===== src/rtl/pipeline_pkg.sv =====
// Shared pipeline types and constants.
// Used by the fetch queue and the IF/ID register.
package pipeline_pkg;

    localparam int FQ_DEPTH = 4;
    localparam int FQ_WIDTH = 32;

    // sll $0,$0,0
    localparam logic [31:0] NOP_INSTR = 32'h0000_0000;

    typedef struct packed {
        logic [FQ_WIDTH-1:0] pc;
        logic [FQ_WIDTH-1:0] instr;
    } fetch_entry;

endpackage


===== src/rtl/fq_ptr.sv =====
// Wrapping pointer counter for the fetch queue.
// Clear wins over increment.
module fq_ptr #(
    parameter int W = 2
) (
    input  logic         clk,
    input  logic         rst,
    input  logic         inc,
    input  logic         clr,
    output logic [W-1:0] ptr
);

    // Pointer wraps naturally at 2**W.
    always_ff @(posedge clk or negedge rst) begin
        if (!rst) begin
            ptr <= '0;
        end else if (clr) begin
            ptr <= '0;
        end else if (inc) begin
            ptr <= ptr + 1'b1;
        end
    end

endmodule


===== src/rtl/fetch_queue.sv =====
// Fetch-to-decode instruction queue with one-cycle flush.
// Presents a NOP when empty.
module fetch_queue
    import pipeline_pkg::*;
#(
    parameter int DEPTH = FQ_DEPTH,
    parameter int WIDTH = FQ_WIDTH
) (
    input  logic                       clk,
    input  logic                       rst,
    input  logic                       flush,
    input  logic                       in_valid,
    input  logic [WIDTH-1:0]           in_pc,
    input  logic [WIDTH-1:0]           in_instr,
    output logic                       in_ready,
    output logic                       out_valid,
    output logic [WIDTH-1:0]           out_pc,
    output logic [WIDTH-1:0]           out_instr,
    input  logic                       out_ready,
    output logic [$clog2(DEPTH):0]     count
);

    localparam int AW = $clog2(DEPTH);
    localparam int CW = AW + 1;

    typedef struct packed {
        logic [WIDTH-1:0] pc;
        logic [WIDTH-1:0] instr;
    } fq_entry_t;

    fq_entry_t      mem [DEPTH];
    logic [AW-1:0]  wp;
    logic [AW-1:0]  rp;
    logic           push;
    logic           pop;

    // Full/empty come from the occupancy register only.
    assign in_ready  = (count != CW'(DEPTH));
    assign out_valid = (count != '0);

    assign push = in_valid && in_ready && !flush;
    assign pop  = out_valid && out_ready && !flush;

    assign out_pc    = out_valid ? mem[rp].pc    : '0;
    assign out_instr = out_valid ? mem[rp].instr : WIDTH'(NOP_INSTR);

    fq_ptr #(.W(AW)) u_wp (
        .clk (clk),
        .rst (rst),
        .inc (push),
        .clr (flush),
        .ptr (wp)
    );

    fq_ptr #(.W(AW)) u_rp (
        .clk (clk),
        .rst (rst),
        .inc (pop),
        .clr (flush),
        .ptr (rp)
    );

    // Entry storage; contents are left unreset.
    always_ff @(posedge clk) begin
        if (push) begin
            mem[wp] <= '{pc: in_pc, instr: in_instr};
        end
    end

    // Occupancy: flush clears, push/pop together hold.
    always_ff @(posedge clk or negedge rst) begin
        if (!rst) begin
            count <= '0;
        end else if (flush) begin
            count <= '0;
        end else begin
            unique case ({push, pop})
                2'b10:   count <= count + 1'b1;
                2'b01:   count <= count - 1'b1;
                default: count <= count;
            endcase
        end
    end

endmodule


===== config.mk =====
export PLATFORM = sky130hd
export DESIGN_NAME = fetch_queue
export DESIGN_NICKNAME = d
export VERILOG_FILES = /design/src/rtl/pipeline_pkg.sv /design/src/rtl/fq_ptr.sv /design/src/rtl/fetch_queue.sv
export SDC_FILE = /design/constraint.sdc
export NUM_CORES = 1
export LEC_CHECK = 0
export CORE_UTILIZATION = 50
export DETAILED_ROUTE_END_ITERATION = 10
export PLACE_DENSITY_LB_ADDON = 0.1
export SLEW_MARGIN = 0
export SYNTH_ARGS = -nofsm -noshare
export SYNTH_HDL_FRONTEND = slang
export SYNTH_HIERARCHICAL = 1
export SYNTH_SLANG_ARGS = --single-unit

===== constraint.sdc =====
create_clock -name clk -period 7.6 [get_ports clk]
set_clock_uncertainty 0.15 [all_clocks]
set_input_delay 1.52 -clock clk [delete_from_list [all_inputs] [get_ports clk]]
set_output_delay 1.52 -clock clk [all_outputs]
set_load 0.01 [all_outputs]

==> results.json, run 1 <==
{
  "yosysMostFrequentCell": "edfxtp_1",
  "worstPathArrival_ns": 3.40,
  "ys_warn_count": 6,
  "antenna_found_initial": 0,
  "grt_pass1_wl_mm": 27.7,
  "clock_sinks": 263,
  "synth.avg_cell_area_um2": 22.4,
  "grt_max_degree": 67,
  "post-route-period-util": 0.667,
  "die_h_um": 144,
  "stdcell_area_um2": 12600,
  "synth.area.top_cells": "edfxtp_1 76%, mux4_2 14%, and2_1 4.0%, dfrtp_1 1.7%, clkbuf_1 0.41%",
  "path_class": "flop to output port",
  "synth_nets": 522,
  "grt_pass1_vias": 5073,
  "yosys.area.top_type": "edfxtp_1",
  "p_leak_nw": 3.94,
  "cp.required_ns": 5.93,
  "setup_viol": 0,
  "max_freq_mhz": 197,
  "cts_resized": 0,
  "nFillCells": 1388,
  "slew_viol_final": 0,
  "cts_root_buf": "clkbuf_16",
  "fin_hold_ws_ns": 0.500,
  "synth_edf_count": 256,
  "min_from": "count[1]",
  "min_path_type": "flop to flop",
  "crit_path_start_kind": "flop",
  "drt_iter0_markers": 266,
  "power_density_nw_per_um2": 297,
  "finalPower_mw": 3.73,
  "core_um2": 19700,
  "synth_ff_type": "edfxtp_1",
  "die_w_um": 144,
  "drive_gt1_frac": 0.181,
  "worstMarginPinSlew_ns": 1.03,
  "cp-startpoint": "u_rp/ptr[0]",
  "fin_nets": 672,
  "yosys.area.top_type_share": 0.760,
  "clockBufferDepth": 3,
  "vias": 4741,
  "overflow": 0,
  "crit_path_end_kind": "output port",
  "grt_setup_unrepaired": "false",
  "async_flop_share": 0.0266,
  "syn_area_um2": 10100,
  "antenna_cells": 0,
  "min_to": "count[1]",
  "ir_worst_vdd_v": 0.000209,
  "syn2layout_area_growth_pct": 24.1,
  "io_buffer_count": 137,
  "synth_seq_cells": 263,
  "crit_path_max_fanout": 36,
  "syn_inst": 452,
  "r2r_setup_slack_ns": 4.49,
  "holdPathStages": 2,
  "start_util": 0.515,
  "placed_area_um2": 11800,
  "synth-seq-area-share": 0.777,
  "r2r_cells": 5,
  "io_pins": 138,
  "cts_setup_buffers": 0,
  "wire_per_inst_um": 20.6,
  "drc_errors": 0,
  "setup_tns_ns": 0,
  "htree_num_levels": 1,
  "r2r_end": "mem[1][56]",
  "clk_latency_ns": 0.51,
  "timing.final.hold_violations": 0,
  "rows": 51,
  "status": "complete, no violations",
  "dp_hpwl_mm": 9.95,
  "layout_min_cycle_time_ns": 5.07,
  "cts_tree": "built",
  "synth.distinct_cells": 30,
  "maxSlewHeadroom": 0.309,
  "gp_congestion": 0.696,
  "die_area_um2": 20800,
  "routed_wl_mm": 18.2,
  "cts-buffers-inserted": 27,
  "synth_common_cells": "256 x edfxtp_1, 64 x and2_1, 64 x mux4_2",
  "antenna_left": 0,
  "via_per_inst": 5.36,
  "drv_cap": 0,
  "ctsHoldBuffers": 0,
  "clkTransAtPathRegs_ns": 0.06,
  "first_pass_iters": 5,
  "r2r-start": "count[0]",
  "grt_usage": 0.181
}
==> kinds of logic after synthesis <==
family	share of synthesized area
AOI/OAI and AO/OA	0.00717
xor gates and xnor gates	0.00334
adders and majority gates	0.00198
buffers and inverters	0.0125
DFF	0.777
muxes	0.145
and+or+nand+nor	0.0537
==> metal layers <==
layer  part of all wire  global-route usage  wire length, um  vias up
li1                   -                   -                -     2147
met1               0.43               0.241             7790     2443
met2               0.49               0.301             8900      126
met3              0.064              0.0457             1170       25
met4              0.019              0.0432              344        0
met5                  0                   0                0        -
==> state kept, by name (all words and copies together), names as in the netlist <==
signal / flops
count: 3
u_wp/ptr: 2
mem: 256
u_rp/ptr: 2
==> how the worst max path moves through the flow <==
stage / endpoint / depth (start not counted) / slack [ns]
final: out_instr[3] / 4 / 2.53
after detailed placement: mem[1][4] / 6 / 2.66
after CTS: out_instr[3] / 4 / 2.41
after floorplan: mem[0][0] / 3 / 0.17
after global placement: mem[1][53] / 6 / 2.71
after global routing: out_instr[3] / 4 / 2.25
==> layout make-up <==
class,instances,area [um2],area share
clock inverters,10,75.1,0.00598
inverters,1,3.75,0.000299
multi-input cells,167,2150,0.172
flip-flops and latches,263,7870,0.627
well taps,265,332,0.0264
repair buffers,142,1410,0.112
clock buffers,37,713,0.0568
==> power breakdown <==
part | total, mW | switching, mW | internal, mW | leakage, nW
clock network | 1.19 | 0.504 | 0.686 | 0.381
registers | 1.69 | 0.0442 | 1.65 | 2.41
logic | 0.846 | 0.368 | 0.477 | 1.15
total | 3.73 | 0.917 | 2.81 | 3.94
==> metrics by stage <==
stage / std cells / setup WS, ns / utilization
6_report: 885 / 2.53 / 0.639
5_1_grt: 885 / 2.25 / 0.639
4_1_cts: 885 / 2.41 / 0.639
3_5_place_dp: 838 / 2.66 / 0.599
3_3_place_gp: 838 / 2.71 / 0.599
2_1_floorplan: 452 / 0.175 / -
==> worst max-delay path, cell delays in order (launching register included) <==
cell and delay, ns:
dfrtp_4 0.85, buf_4 0.70, mux4_2 0.57, and2_1 0.18
clkdlybuf4s50_1 0.53
==> placed cells by master, fill, tap and decap left out, drive strengths merged, types with 3 or more instances in the layout <==
cell / instances
inv: 3
nor2: 6
buf: 5
nand2b: 3
mux4: 64
dfrtp: 7
a21oi: 3
clkdlybuf4s50: 137
clkbuf: 37
edfxtp: 256
nand2: 4
clkinv: 7
and2: 64
Power figures use the tool's default switching activity.
==> run 2: changes to the inputs <==
--- a/config.mk
+++ b/config.mk
@@ -5,7 +5,7 @@
 export SDC_FILE = /design/constraint.sdc
 export NUM_CORES = 1
 export LEC_CHECK = 0
-export CORE_UTILIZATION = 50
+export CORE_UTILIZATION = 49
 export DETAILED_ROUTE_END_ITERATION = 10
 export PLACE_DENSITY_LB_ADDON = 0.1
 export SLEW_MARGIN = 0
==> constraint.sdc (replaced) <==
create_clock -name clk -period 4.62 [get_ports clk]
set_clock_uncertainty 0.15 [all_clocks]
set_input_delay 0.924 -clock clk [delete_from_list [all_inputs] [get_ports clk]]
set_output_delay 0.924 -clock clk [all_outputs]
set_load 0.01 [all_outputs]
==> run 2 against run 1 <==
Effect of this change:
- sequential share of layout area down 0.75 points
- combinational power up 68%
- final area up 1.2%
- clock power up 76%
- register-to-register slack worse by 2.6 ns
- final cell count up 1.0%
- critical path depth down 1
- worst setup slack worse by 1.8 ns
- wire length down 0.14%
- first-iteration DRC count down 34%
- die area up 2.0%
- largest cell class unchanged
- highest routed layer unchanged
==> results.json, run 2 (synthesized netlist as in run 1, its figures left out) <==
{
  "worstPathCellList": "mux4_2 > and2_1 > clkdlybuf4s50_1",
  "finalPower_mw": 6.28,
  "grt_usage": 0.178,
  "drt_iter0_markers": 176,
  "grt_pass1_wl_mm": 28.7,
  "grt_setup_unrepaired": "false",
  "max_stage_delay_ns": 1.11,
  "layout_common_cells": "256 x edfxtp_1, 137 x clkdlybuf4s50_1, 64 x mux4_2, 64 x and2_1, 27 x clkbuf_16",
  "wl_met3_um": 965,
  "vias": 4842,
  "final_common_cell": "edfxtp_1",
  "routed_wl_mm": 18.2,
  "cpMaxStageDelayCell": "dfrtp_4",
  "core_um2": 20200,
  "crit_path_max_fanout": 66,
  "post-route-period-util": 0.832,
  "reg_top3": "mem x256, count x3",
  "dp_hpwl_mm": 10.6,
  "antenna_cells": 0,
  "syn2layout_area_growth_pct": 25.6,
  "ctsHoldBuffers": 0,
  "fin_cells": 894,
  "drive_gt1_frac": 0.192,
  "htree_num_levels": 1,
  "layout_min_cycle_time_ns": 3.84,
  "clkTransAtPathRegs_ns": 0.06,
  "cts_root_buf": "clkbuf_16",
  "crit_path_start_kind": "flop",
  "drv_cap": 0,
  "met1_length_mm": 7.49,
  "drc_errors": 0,
  "die_h_um": 146,
  "p_leak_nw": 4.01,
  "slew_viol_final": 0,
  "wire_per_inst_um": 20.3,
  "maxSlewHeadroom": 0.316,
  "antenna_left": 0,
  "crit_path_end_kind": "output port",
  "die_w_um": 146,
  "setup_tns_ns": 0,
  "clk_latency_ns": 0.52,
  "grt_pass1_vias": 5280,
  "timing.final.hold_violations": 0,
  "path_class": "flop to output port",
  "worstMarginPinSlew_ns": 1.03,
  "top_register": "mem",
  "rows": 52,
  "setup_viol": 0,
  "gp_congestion": 0.745,
  "via_per_inst": 5.42,
  "dr_wl_met2_mm": 9.22,
  "grt_max_degree": 67,
  "first_pass_iters": 4,
  "status": "complete, no violations",
  "worstPathArrival_ns": 2.77,
  "fin_hold_ws_ns": 0.516,
  "io_buffer_count": 137,
  "cts_resized": 0,
  "io_pins": 138,
  "largest_reg_flops": 256,
  "cts-buffers-inserted": 26,
  "r2r_setup_slack_ns": 1.85,
  "antenna_found_initial": 0,
  "start_util": 0.500,
  "overflow": 0,
  "r2r_cells": 7,
  "cts_tree": "built",
  "cts_setup_buffers": 0,
  "cp.required_ns": 3.55,
  "clock_sinks": 263,
  "min_path_type": "input pin to asynchronous set/reset pin",
  "dp_cells": 847,
  "power_density_nw_per_um2": 494,
  "fin_nets": 675,
  "die_area_um2": 21200,
  "max_freq_mhz": 260,
  "dr.max_layer_used": "met4",
  "clockBufferDepth": 3,
  "ir_worst_vdd_v": 0.000287
}
## run 2: cell count changes in the layout (fill, tap and decap cells not counted), sizes merged
cell	change
clkbuf	-6
clkinv	+5
buf	+4
bufinv	+3
inv	-2
## run 2: routing by layer
layer / vias up / track usage
met5: - / 0
met4: 0 / 0.0579
met3: 34 / 0.0357
met2: 131 / 0.310
met1: 2529 / 0.226
li1: 2148 / -
## run 2: final timing paths
path / end / startpoint
setup / recovery: out_instr[0] / u_rp/ptr[1]
hold / removal: count[2] / rst
setup reg to reg: count[2] / count[2]
hold reg to reg: count[1] / count[1]
max in group asynchronous: u_rp/ptr[0] / rst
min in group clk: count[1] / count[1]
## run 2: power breakdown
part / internal [mW] / switching [mW]
combinational: 0.796 / 0.625
sequential: 2.71 / 0.0552
clock: 1.28 / 0.811
## run 2: area by class of cell
cell class	count	area [um2]
flip-flops and latches	263	7870
multi-input cells	167	2160
repair buffers	146	1480
well taps	270	338
fillers	1399	7530
clock buffers	31	691
inverters	1	3.75
clock inverters	16	170
## run 2: through the flow
| stage | util | setup WS [ns] | cell area, um2 |
|---|---|---|---|
| after floorplan | - | 0.0666 | 10100 |
| after global routing | 0.628 | 0.672 | 12700 |
| final | 0.628 | 0.775 | 12700 |
| after detailed placement | 0.586 | 0.998 | 11800 |
| after CTS | 0.628 | 0.726 | 12700 |
| after global placement | 0.586 | 1.03 | 11800 |
## run 2: critical path, delay by kind of cell (launching register included)
kind	cells	cell delay, ns
and+or+nand+nor	1	0.20
DFF	1	1.11
buffers and inverters	1	0.48
muxes	1	0.44
